--- config.mk ---
export PLATFORM = sky130hd
export DESIGN_NAME = sprite_blitter
export DESIGN_NICKNAME = d
export VERILOG_FILES = /design/src/rtl/sprite_blitter.sv
export SDC_FILE = /design/constraint.sdc
export NUM_CORES = 1
export LEC_CHECK = 0
export CAP_MARGIN = 20
export CORE_UTILIZATION = 35
export CTS_CLUSTER_DIAMETER = 100
export DETAILED_ROUTE_END_ITERATION = 10
export MAX_ROUTING_LAYER = met4
export SLEW_MARGIN = 15
export SYNTH_ARGS = -nofsm -noshare
export SYNTH_HDL_FRONTEND = slang
export SYNTH_SLANG_ARGS = --single-unit
export TNS_END_PERCENT = 100
--- constraint.sdc ---
create_clock -name clk_33m -period 5.4 [get_ports clk_33m]
set_input_delay 0.81 -clock clk_33m [delete_from_list [all_inputs] [get_ports clk_33m]]
set_output_delay 0.81 -clock clk_33m [all_outputs]
set_load 0.005 [all_outputs]
--- src/rtl/sprite_blitter.sv ---
// sprite_blitter
// Writer side of the VGA framebuffer port. Queues sprite draw commands in a
// small FIFO, scans each sprite row-major out of an external 2-bit sprite ROM
// and emits at most one framebuffer write per cycle. Everything except the
// FIFO input side freezes while the framebuffer swap window is open.
//
// Ports
//   clk_33m        system clock
//   rst            asynchronous reset, active-high
//   cmd_valid/cmd_ready, cmd_x, cmd_y, cmd_sprite, cmd_flip
//                  draw command handshake (transfer on valid && ready)
//   rst_screen_33m framebuffer swap window; the blitter stalls while high
//   rom_en, rom_addr  ROM read request {sprite, row, col}
//   rom_data       ROM pixel, valid one cycle after the request; 0 = transparent
//   write_x, write_y, write_palette  framebuffer write (palette 0 = no write)
//   busy           FIFO non-empty or a sprite still in flight
module sprite_blitter #(
    parameter int COOR_WIDTH      = 12,
    parameter int FRAME_W         = 1280,
    parameter int FRAME_H         = 300,
    parameter int SPRITE_W        = 32,
    parameter int SPRITE_H        = 32,
    parameter int SPRITE_ID_WIDTH = 4,
    parameter int ROM_ADDR_WIDTH  = 14,
    parameter int FIFO_DEPTH      = 8
) (
    input  logic                       clk_33m,
    input  logic                       rst,
    input  logic                       cmd_valid,
    output logic                       cmd_ready,
    input  logic [COOR_WIDTH-1:0]      cmd_x,
    input  logic [COOR_WIDTH-1:0]      cmd_y,
    input  logic [SPRITE_ID_WIDTH-1:0] cmd_sprite,
    input  logic                       cmd_flip,
    input  logic                       rst_screen_33m,
    output logic                       rom_en,
    output logic [ROM_ADDR_WIDTH-1:0]  rom_addr,
    input  logic [1:0]                 rom_data,
    output logic [COOR_WIDTH-1:0]      write_x,
    output logic [COOR_WIDTH-1:0]      write_y,
    output logic [1:0]                 write_palette,
    output logic                       busy
);

    localparam int COL_W = $clog2(SPRITE_W);
    localparam int ROW_W = $clog2(SPRITE_H);
    localparam int PTR_W = $clog2(FIFO_DEPTH);
    localparam int CMD_W = 2 * COOR_WIDTH + SPRITE_ID_WIDTH + 1;
    localparam int SUM_W = COOR_WIDTH + 1;

    localparam logic [PTR_W:0]   CNT_ONE  = (PTR_W + 1)'(1);
    localparam logic [PTR_W:0]   CNT_FULL = (PTR_W + 1)'(FIFO_DEPTH);
    localparam logic [PTR_W-1:0] PTR_ONE  = PTR_W'(1);
    localparam logic [COL_W-1:0] COL_ONE  = COL_W'(1);
    localparam logic [ROW_W-1:0] ROW_ONE  = ROW_W'(1);
    localparam logic [COL_W-1:0] COL_MAX  = '1;
    localparam logic [ROW_W-1:0] ROW_MAX  = '1;
    localparam logic [SUM_W-1:0] X_LIMIT  = SUM_W'(FRAME_W);
    localparam logic [SUM_W-1:0] Y_LIMIT  = SUM_W'(FRAME_H);

    typedef enum logic [1:0] {IDLE, LOAD, DRAW, DRAIN} state_t;

    logic stall;
    assign stall = rst_screen_33m;

    // ---------------- command FIFO ----------------
    logic [CMD_W-1:0] fifo_mem [FIFO_DEPTH];
    logic [PTR_W-1:0] wr_ptr_reg, rd_ptr_reg;
    logic [PTR_W:0]   count_reg, count_next;
    logic             empty_reg, ready_reg;
    logic             push, pop;

    state_t state_reg, state_next;

    assign pop       = (state_reg == IDLE) && !empty_reg && !stall;
    // A pop frees a slot this cycle, so a full FIFO can still take a command.
    assign cmd_ready = ready_reg || pop;
    assign push      = cmd_valid && cmd_ready;

    always_comb begin
        count_next = count_reg;
        if (push && !pop)
            count_next = count_reg + CNT_ONE;
        else if (pop && !push)
            count_next = count_reg - CNT_ONE;
    end

    always_ff @(posedge clk_33m) begin
        if (push)
            fifo_mem[wr_ptr_reg] <= {cmd_x, cmd_y, cmd_sprite, cmd_flip};
    end

    always_ff @(posedge clk_33m or posedge rst) begin
        if (rst) begin
            wr_ptr_reg <= '0;
            rd_ptr_reg <= '0;
            count_reg  <= '0;
            empty_reg  <= 1'b1;
            ready_reg  <= 1'b0;
        end else begin
            if (push)
                wr_ptr_reg <= wr_ptr_reg + PTR_ONE;
            if (pop)
                rd_ptr_reg <= rd_ptr_reg + PTR_ONE;
            count_reg <= count_next;
            empty_reg <= (count_next == '0);
            ready_reg <= (count_next != CNT_FULL);
        end
    end

    // ---------------- scan FSM ----------------
    logic [COOR_WIDTH-1:0]      x_reg, y_reg;
    logic [SPRITE_ID_WIDTH-1:0] sprite_reg;
    logic                       flip_reg;
    logic [ROW_W-1:0]           row_reg;
    logic [COL_W-1:0]           col_reg;
    logic                       drain_reg;
    logic                       last_px, issue;

    assign last_px = (row_reg == ROW_MAX) && (col_reg == COL_MAX);
    assign issue   = (state_reg == DRAW) && !stall;

    always_comb begin
        state_next = state_reg;
        case (state_reg)
            IDLE:    if (pop) state_next = LOAD;
            LOAD:    if (!stall) state_next = DRAW;
            DRAW:    if (!stall && last_px) state_next = DRAIN;
            DRAIN:   if (!stall && drain_reg) state_next = IDLE;
            default: state_next = IDLE;
        endcase
    end

    always_ff @(posedge clk_33m or posedge rst) begin
        if (rst) begin
            state_reg  <= IDLE;
            x_reg      <= '0;
            y_reg      <= '0;
            sprite_reg <= '0;
            flip_reg   <= 1'b0;
            row_reg    <= '0;
            col_reg    <= '0;
            drain_reg  <= 1'b0;
        end else begin
            state_reg <= state_next;
            if (pop)
                {x_reg, y_reg, sprite_reg, flip_reg} <= fifo_mem[rd_ptr_reg];
            if (!stall) begin
                case (state_reg)
                    LOAD: begin
                        row_reg   <= '0;
                        col_reg   <= '0;
                        drain_reg <= 1'b0;
                    end
                    DRAW: begin
                        col_reg <= col_reg + COL_ONE;
                        if (col_reg == COL_MAX)
                            row_reg <= row_reg + ROW_ONE;
                    end
                    DRAIN:   drain_reg <= 1'b1;
                    default: ;
                endcase
            end
        end
    end

    // Sprite width is a power of two, so SPRITE_W-1-col is just ~col.
    logic [COL_W-1:0] rom_col;
    assign rom_col  = flip_reg ? ~col_reg : col_reg;
    assign rom_en   = issue;
    assign rom_addr = {sprite_reg, row_reg, rom_col};

    // One extra bit catches carry-out so a wrapped coordinate is clipped.
    logic [SUM_W-1:0] x_sum, y_sum;
    assign x_sum = {1'b0, x_reg} + {{(SUM_W - COL_W){1'b0}}, col_reg};
    assign y_sum = {1'b0, y_reg} + {{(SUM_W - ROW_W){1'b0}}, row_reg};

    // ---------------- pixel pipeline ----------------
    // Stage 1 lines up with the ROM access; the output stage with rom_data.
    logic                  s1_valid_reg, s1_clip_reg;
    logic [COOR_WIDTH-1:0] s1_x_reg, s1_y_reg;

    always_ff @(posedge clk_33m or posedge rst) begin
        if (rst) begin
            s1_valid_reg  <= 1'b0;
            s1_clip_reg   <= 1'b0;
            s1_x_reg      <= '0;
            s1_y_reg      <= '0;
            write_x       <= '0;
            write_y       <= '0;
            write_palette <= '0;
        end else if (!stall) begin
            s1_valid_reg <= issue;
            s1_clip_reg  <= (x_sum >= X_LIMIT) || (y_sum >= Y_LIMIT);
            s1_x_reg     <= x_sum[COOR_WIDTH-1:0];
            s1_y_reg     <= y_sum[COOR_WIDTH-1:0];
            if (s1_valid_reg) begin
                write_x       <= s1_x_reg;
                write_y       <= s1_y_reg;
                write_palette <= s1_clip_reg ? 2'd0 : rom_data;
            end else begin
                write_palette <= 2'd0;
            end
        end
    end

    assign busy = !empty_reg || (state_reg != IDLE) || s1_valid_reg;

endmodule

==> metrics.txt <==
gr ovfl total=0; CORE AREA=0.0389 mm2; worst reg2reg setup slack=2.31 ns; Die X=201 um; largest family of logic cells by synthesized area=multiplexers; RSZ-0062 raised after global routing=false; max_cap viols=0; final worst path period share=66.3%; hold path depth=2; Synth area leader=edfxtp_1; Setup WS pre-CTS=1.94 ns; Total GRT Usage=14.3%; CTS tree=built; r2r endpoint=fifo_mem[4][4]; main area contributors after synthesis=edfxtp_1 50%, dfrtp_1 19%, mux4_2 9.4%; Clock Sinks=338; xor and xnor area share after synthesis=1.82%; slack of the critical path=1.82 ns; Hold-fix buffers, CTS=0; fin nets=998; Die H=201 um; num rows=72; clk_skew=0.0177 ns; max reg flops=232; fraction of synthesized cell area taken by the top area cell type=50.1%; DR vias=7334; status=completed; pin count of the biggest net entering global routing=66; post-synthesis adder-cell area fraction=2.36%; DIE AREA=0.0405 mm2; crit path cell chain=inv_1, ha_1, nor3b_4, buf_4, or2_1, clkdlybuf4s50_1; synthesized net count=913; Final setup viols=0; minimum clock period=3.58 ns; Hold WC Path Type=reg -> reg; CP endpoint kind=output pin; CTS Buffer Depth=3; WHS Endpoint=s1_x_reg[7]; final wirelength=27.6 mm; Area growth syn-to-layout=17.7%; Pre-antenna DRT Iters=5; drt via density=4.96; count leader, synth=edfxtp_1; top cells by count, synth=232 x edfxtp_1, 105 x dfrtp_1, 63 x nand2_1; Avg Cell Area, Syn=16.3 um2; ys async rst share=31.4%; GPL Wtd Cong=0.792; Reg clk slew, reported paths=0.06 ns; Fin. Hold Viols=0; Slew @ Worst Pin=1.05 ns; Critical Path Start Type=flop; initial antenna violation count=0; Mapped Area=0.0139 mm2; cell area after layout=0.0164 mm2; crit path DAT=2.77 ns; #FFs+latches synth=338; I/O Buffers=77; Total Power=6.33 mW; global-route wire length before repair=43.0 mm; DRC Markers=0; Post-CTS Setup Bufs=0; Root Driver=clkbuf_16; Leakage=5.81 nW; register area share after synthesis=69.2%; synth warn=0; H-Tree Depth=2; EDFF count, synth=232; relative max-transition margin=29.8%; CP delay by family, top=buffers and inverters; Max stage delay on crit path=0.52 ns; maximum VDD drop=0.247 mV; Critical Path RT=4.59 ns; Synth Area in Simple Gates=5.58%; Yosys cell types=62; latest clock arrival within the worst-skew pair=0.52 ns; FF-to-FF Start=state_reg[0]; PD cells=387 mW/mm2; Synth Area in Compound Gates=5.31%; # IOs=78; PostCTS Resize Cnt=0; Synth Instances=853; Worst path slowest cell=buf_4; Top FF cell, synth=edfxtp_1; n_diodes=0; share of cells above drive strength 1=17.7%; FF-to-FF path depth=9; wire length per cell=18.7 um; DRT iter0 DRCs=488; largest reg by FF count=fifo_mem; worst path bufs/invs=3; placed inst area=0.0153 mm2; number of routed nets with antenna violations=0; vias in the first global route=7371; pins over their slew limit=0; starting density of the core=35.7%; detailed placement HPWL=17.1 mm; worst hold start=s1_x_reg[7]; Critical Path Fanout Max=65; Fin Setup TNS=0 ns; multiplexer area fraction after synthesis=14.1%; CTS Buf Count=35; Crit Path Category=reg -> out; maximum clock rate=279 MHz
layer usage:
layer,wire length [um],global-route usage [%],part of all wire [%],up-vias
met5,0,-,0,-
met4,555,3.90,2.0,0
met3,1240,2.36,4.5,43
met2,12900,21.8,47,177
met1,12900,19.7,47,3683
li1,-,-,-,3431
area by class of cell:
type	instances	area [um2]
well taps	518	648
clock buffers	45	945
flip-flops and latches	338	9630
clock inverters	16	146
repair buffers	89	856
inverters	14	55.1
multi-input cells	460	4090
fillers	3554	22500
cells in the final DEF (no fill, tap or decap), types with 9 or more instances in the layout:
cell type and count:
xor2_1 12, edfxtp_1 232, dfrtp_1 102, clkdlybuf4s50_1 76
nand2_1 63, a21oi_1 35, inv_1 13, mux2_2 30
buf_4 12, mux4_2 58, ha_1 23, o21ai_0 31
xnor2_1 15, o21ai_1 9, nand3_1 11, nor2_1 44
clkbuf_16 36, mux2i_1 32
cells by family (layout without fill, tap and decap cells):
logic type	count (synthesis)	in the layout
AO/OA/AOI/OAI	120	120
AND/OR/NAND/NOR	167	167
flip-flops	338	338
XOR/XNOR	28	28
buffers and inverters	55	164
multiplexers	120	120
adder cells (fa/ha/maj)	25	25
per-stage QoR:
stage	std cells	hold slack [ns]	util (%)
after detailed placement	1419	0.469	39.3
after global routing	1480	0.501	42.1
after floorplan	853	0.448	-
after global placement	1419	0.463	39.3
after CTS	1480	0.484	42.1
final	1480	0.480	42.1
worst register-to-register path: stages (launching register included):
cell and delay [ns]:
dfrtp_1 0.41, inv_1 0.11, ha_1 0.24, nor3b_4 0.22
buf_4 0.52, or2_1 0.23, and2_1 0.20, nand2b_1 0.19
nor2_2 0.14, buf_4 0.44
how the worst max path moves through the flow:
stage	startpoint	end	slack, ns	depth (start not counted)
after floorplan	rst_screen_33m	fifo_mem[0][0]	1.22	6
after global placement	rst_screen_33m	fifo_mem[0][8]	1.96	8
after detailed placement	rst_screen_33m	fifo_mem[0][8]	1.94	8
after CTS	state_reg[0]	cmd_ready	1.78	6
after global routing	state_reg[1]	cmd_ready	1.64	6
final	state_reg[0]	cmd_ready	1.82	6
where the power goes:
part	internal [mW]	total, mW	switching, mW
Sequential	3.14	3.29	0.147
Combinational	0.305	0.730	0.425
Clock	1.34	2.31	0.970
Total	4.79	6.33	1.54
Power figures use the tool's default switching activity.
